File: config.mk
export PLATFORM = sky130hd
export DESIGN_NAME = ysyx_25060170_inst_fetch
export DESIGN_NICKNAME = d
export VERILOG_FILES = /design/src/rtl/ysyx_25060170_inst_fetch.sv
export SDC_FILE = /design/constraint.sdc
export NUM_CORES = 1
export LEC_CHECK = 0
export BUFFER_PORTS_ARGS = -buffer_cell sky130_fd_sc_hd__buf_2
export CORE_UTILIZATION = 44
export CTS_CLUSTER_DIAMETER = 50
export DETAILED_ROUTE_END_ITERATION = 8
export GPL_TIMING_DRIVEN = 0
export HOLD_SLACK_MARGIN = 0.05
export PLACE_DENSITY = 0.8
export SKIP_CTS_REPAIR_TIMING = 1
export SYNTH_ARGS = -nofsm -noshare
export SYNTH_HDL_FRONTEND = slang
export SYNTH_SLANG_ARGS = --single-unit
File: constraint.sdc
create_clock -name clk -period 3.1 [get_ports clk]
set_input_delay 0.62 -clock clk [delete_from_list [all_inputs] [get_ports clk]]
set_output_delay 0.62 -clock clk [all_outputs]
set_load 0.01 [all_outputs]
File: src/rtl/ysyx_25060170_inst_fetch.sv
// Instruction fetch stage: one AXI4-Lite read per PC, result held for the IDU.
// Optional IFETCH_PERF_EN adds fetch / stall performance counters.
module ysyx_25060170_inst_fetch #(
    parameter logic [31:0] NOP_INST = 32'h0000_0013
) (
    input  logic        clk,
    input  logic        rst,
    input  logic [31:0] pc_i,
    input  logic        pc_valid_i,
    input  logic        flush_i,
    output logic        pc_adv_o,
    output logic [31:0] araddr_o,
    output logic        arvalid_o,
    input  logic        arready_i,
    input  logic [31:0] rdata_i,
    input  logic [1:0]  rresp_i,
    input  logic        rvalid_i,
    output logic        rready_o,
    output logic [31:0] inst_o,
    output logic [31:0] inst_pc_o,
    output logic        inst_valid_o,
    input  logic        inst_ready_i,
`ifdef IFETCH_PERF_EN
    output logic [31:0] perf_fetch_o,
    output logic [31:0] perf_stall_o,
`endif
    output logic        inst_fault_o
);

    typedef enum logic [1:0] {
        S_IDLE,
        S_REQ,
        S_WAIT,
        S_HOLD
    } state_e;

    state_e      state_q, state_d;
    logic        drop_q, drop_d;
    logic [31:0] pc_q, pc_d;
    logic [31:0] inst_q, inst_d;
    logic        fault_q, fault_d;
    logic        arvalid_q, arvalid_d;
    logic        rready_q, rready_d;
    logic        valid_q, valid_d;
    logic        start;
    logic        bus_err;

    assign start   = pc_valid_i & ~flush_i;
    assign bus_err = (rresp_i != 2'b00);

    always_ff @(posedge clk or posedge rst) begin
        if (rst) begin
            state_q   <= S_IDLE;
            drop_q    <= 1'b0;
            pc_q      <= 32'h0;
            inst_q    <= 32'h0;
            fault_q   <= 1'b0;
            arvalid_q <= 1'b0;
            rready_q  <= 1'b0;
            valid_q   <= 1'b0;
        end else begin
            state_q   <= state_d;
            drop_q    <= drop_d;
            pc_q      <= pc_d;
            inst_q    <= inst_d;
            fault_q   <= fault_d;
            arvalid_q <= arvalid_d;
            rready_q  <= rready_d;
            valid_q   <= valid_d;
        end
    end

    always_comb begin
        state_d = state_q;
        drop_d  = drop_q;
        pc_d    = pc_q;
        inst_d  = inst_q;
        fault_d = fault_q;
        unique case (state_q)
            S_IDLE: begin
                drop_d = 1'b0;
                if (start) begin
                    pc_d = pc_i;
                    if (pc_i[1:0] != 2'b00) begin
                        state_d = S_HOLD;
                        inst_d  = NOP_INST;
                        fault_d = 1'b1;
                    end else begin
                        state_d = S_REQ;
                    end
                end
            end
            S_REQ: begin
                // Address phase is never withdrawn; a flush only marks it dead.
                if (flush_i)
                    drop_d = 1'b1;
                if (arready_i)
                    state_d = S_WAIT;
            end
            S_WAIT: begin
                if (rvalid_i) begin
                    if (drop_q | flush_i) begin
                        state_d = S_IDLE;
                        drop_d  = 1'b0;
                    end else begin
                        state_d = S_HOLD;
                        fault_d = bus_err;
                        inst_d  = bus_err ? NOP_INST : rdata_i;
                    end
                end else if (flush_i) begin
                    drop_d = 1'b1;
                end
            end
            S_HOLD: begin
                if (flush_i | inst_ready_i)
                    state_d = S_IDLE;
            end
            default: state_d = S_IDLE;
        endcase
    end

    always_comb begin
        arvalid_d = (state_d == S_REQ);
        rready_d  = (state_d == S_WAIT);
        valid_d   = (state_d == S_HOLD);
        pc_adv_o  = valid_q & inst_ready_i & ~flush_i;
    end

    assign araddr_o     = pc_q;
    assign arvalid_o    = arvalid_q;
    assign rready_o     = rready_q;
    assign inst_o       = inst_q;
    assign inst_pc_o    = pc_q;
    assign inst_valid_o = valid_q;
    assign inst_fault_o = fault_q;

`ifdef IFETCH_PERF_EN
    logic [31:0] perf_fetch_q;
    logic [31:0] perf_stall_q;

    always_ff @(posedge clk or posedge rst) begin
        if (rst) begin
            perf_fetch_q <= 32'h0;
            perf_stall_q <= 32'h0;
        end else begin
            if (pc_adv_o)
                perf_fetch_q <= perf_fetch_q + 32'd1;
            if (state_q == S_REQ || state_q == S_WAIT)
                perf_stall_q <= perf_stall_q + 32'd1;
        end
    end

    assign perf_fetch_o = perf_fetch_q;
    assign perf_stall_o = perf_stall_q;
`endif

endmodule

==> flow_summary.json <==
{
  "crit_fanout": 10,
  "numCtsBuffers": 9,
  "cp_data_arrival_time_ns": 2.02,
  "drt_pass1_iterations": 4,
  "port_buffers": 173,
  "worst-path-buf-inv": 3,
  "viasPerCell": 4.861,
  "final_common_cell": "buf_2",
  "rows": 29,
  "r2r_cells": 7,
  "synth_cell_type_count": 25,
  "p_leak_nw": 2.370,
  "drt-initial-drc-count": 52,
  "finalHoldViolations": 0,
  "clock.fmax_mhz": 559.0,
  "yosysSeqAreaShare": 0.5863,
  "slew_headroom": 0.4360,
  "grt_max_degree": 72,
  "num_io_pins": 174,
  "cts_buffer_depth": 2,
  "gr-usage-met3": 0.05739,
  "ff2ff_setup_slack_ns": 1.31,
  "drtAntennaViolNets": 0,
  "rsz0062_at_grt": "no",
  "routed-via-count": 2377,
  "netlist.area_leader.share": 0.5863,
  "slew_viol_final": 0,
  "antenna_cells": 0,
  "p_switching_mw": 1.282,
  "ys.warnings.count": 0,
  "ys_seq_elements": 71,
  "tightest_slew_ns": 0.8460,
  "netlist_area_sq_mm": 0.003030,
  "cts-root-buf": "clkbuf_8",
  "vdd_drop_max_mv": 0.5034,
  "setup_ws_ns": 1.311,
  "path_delay_family": "flip-flops",
  "initial_core_util": 0.4666,
  "wl_mm": 6.649,
  "core_region_area_sq_mm": 0.006495,
  "die_h_um": 84.99,
  "startpoint_type": "flip-flop",
  "power.internal_mw": 2.600,
  "path_cells": "inv_1, ha_1, and4bb_4, and4_4, buf_6, buf_6, a22o_1",
  "end_kind": "flip-flop",
  "drv_cap": 0,
  "grt_overflow_total": 0,
  "p_comb_frac": 0.417,
  "met1_usage": 0.2068,
  "p_per_area_mw_per_mm2": 915.7,
  "crit_path_end": "inst_o[15]$_DFFE_PP0P_",
  "grt_pass1_vias": 2261,
  "fin_skew_ns": 0.007470,
  "worstPathRequired_ns": 3.33,
  "post-route-drc-count": 0,
  "setup_viol": 0,
  "grt_most_used_layer": "met2",
  "min_period_over_period": 0.5771,
  "synthArstFlopShare": 1.000,
  "max_stage_delay_ns": 0.43,
  "synth_ff_type": "dfrtp_1",
  "grtUsageTotal": 0.1856,
  "area_growth_pct": 39.88,
  "worstHoldPathType": "input pin to asynchronous set/reset pin",
  "final_cell_mix": "buf_2 (179), dfrtp_1 (71), buf_4 (32)",
  "pre_cts_slack_ns": 1.191,
  "clkPwrFrac": 0.230,
  "die_w_um": 84.99,
  "h-tree-depth": 3,
  "yosys.area.top_type": "dfrtp_1",
  "syn_inst": 223,
  "synth_area_leaders": "dfrtp_1 (59%), mux2_2 (10%), a22o_1 (8.4%), buf_4 (7.9%), ha_1 (2.1%)",
  "finalWeightedCongestion": 0.8149,
  "hpwl_mm": 5.018,
  "final_net_count": 485,
  "clkTransAtPathRegs_ns": 0.08,
  "r2r-end": "inst_o[15]$_DFFE_PP0P_",
  "fill_cells": 506,
  "drive_above_1_share": 0.6383,
  "antenna_found_initial": 0,
  "cp_common_cell": "buf_6",
  "sequentialPowerShare": 0.354,
  "r2r_start": "state_q[0]$_DFF_PP0_",
  "switching_share": 0.3303,
  "avgSynthCellArea_sq_um": 13.59,
  "status": "completed",
  "crit_type": "flip-flop to flip-flop",
  "cp_num_cells": 7,
  "wire_per_inst_um": 13.60,
  "insertion_delay_ns": 0.34,
  "slowest_stage": "dfrtp_1",
  "synth-edff-count": 0,
  "holdWs_ns": 0.4401,
  "grt_pass1_wl_mm": 10.27,
  "cts_sinks": 71,
  "tritoncts": "done",
  "dieArea_sq_mm": 0.007223,
  "cp-startpoint": "state_q[0]$_DFF_PP0_",
  "utilization": 0.6527,
  "period_needed_ns": 1.789,
  "synth_nets": 301,
  "grt_util_met2": 0.3277
}
## final cells by class
cell class / instances / area (sq um) / share of cell area
multi-input cells: 99 / 897.1 / 0.2116
repair buffers: 173 / 865.8 / 0.2042
clock buffers: 9 / 123.9 / 0.02922
plain buffers: 42 / 315.3 / 0.07438
clock inverters: 7 / 120.1 / 0.02834
flip-flops and latches: 71 / 1777 / 0.4191
inverters: 11 / 43.79 / 0.01033
well taps: 77 / 96.34 / 0.02273
## synthesized netlist by cell type (all sizes together) (2+ instances only)
master  number
dfrtp       71
inv         11
nand2        3
ha           5
a22o        29
a21oi        3
nor2b        6
a32oi        2
mux2        32
a22oi        3
buf         42
nor2         4
o31ai        2
o21ai        4
## sequential cells by signal, indices dropped and copies added, names as in the netlist
register	flops
araddr_o	32
arvalid_o	1
drop_q	1
inst_fault_o	1
inst_o	32
inst_valid_o	1
rready_o	1
state_q	2
## layer usage
metal	vias up	share of wire
met1	1133	0.39
li1	1120	-
met4	0	0.018
met2	110	0.51
met5	-	0
met3	14	0.078
## power by group through the flow
stage	Clock [mW]	Combinational (mW)	Sequential (mW)
after floorplan	0	0.909	1.49
after global placement	0	1.60	1.38
after detailed placement	0	1.64	1.40
after CTS	0.910	1.64	1.38
after global routing	0.960	1.75	1.41
final	0.891	1.62	1.37
## worst min-delay path by stage
stage                           startpoint                        to  slack [ns]
floorplan               drop_q$_DFFE_PP0P_        drop_q$_DFFE_PP0P_        0.48
global placement    inst_o[14]$_DFFE_PP0P_    inst_o[14]$_DFFE_PP0P_        0.48
detailed placement   inst_o[7]$_DFFE_PP0P_     inst_o[7]$_DFFE_PP0P_        0.48
CTS                                    rst  araddr_o[17]$_DFFE_PP0P_        0.47
global route                   rdata_i[21]    inst_o[21]$_DFFE_PP0P_        0.47
finish                                 rst  araddr_o[17]$_DFFE_PP0P_        0.44
## per-stage QoR
| step | instance area [sq um] | total power [mW] | setup TNS [ns] | cells |
|---|---|---|---|---|
| after floorplan | 3030 | 2.402 | 0 | 223 |
| after CTS | 4239 | 3.929 | 0 | 489 |
| final | 4239 | 3.882 | 0 | 489 |
| after detailed placement | 3995 | 3.035 | 0 | 473 |
| after global placement | 3993 | 2.982 | -6.461 | 473 |
| after global routing | 4239 | 4.116 | 0 | 489 |
## logic make-up after synthesis
| kind of cell | Yosys count | synth area share |
|---|---|---|
| compound gates | 44 | 0.1173 |
| simple gates | 18 | 0.03923 |
| mux | 32 | 0.1189 |
| fa+ha+maj | 5 | 0.02064 |
| buf+inv | 53 | 0.1177 |
| flops | 71 | 0.5863 |
Power figures use the tool's default switching activity.
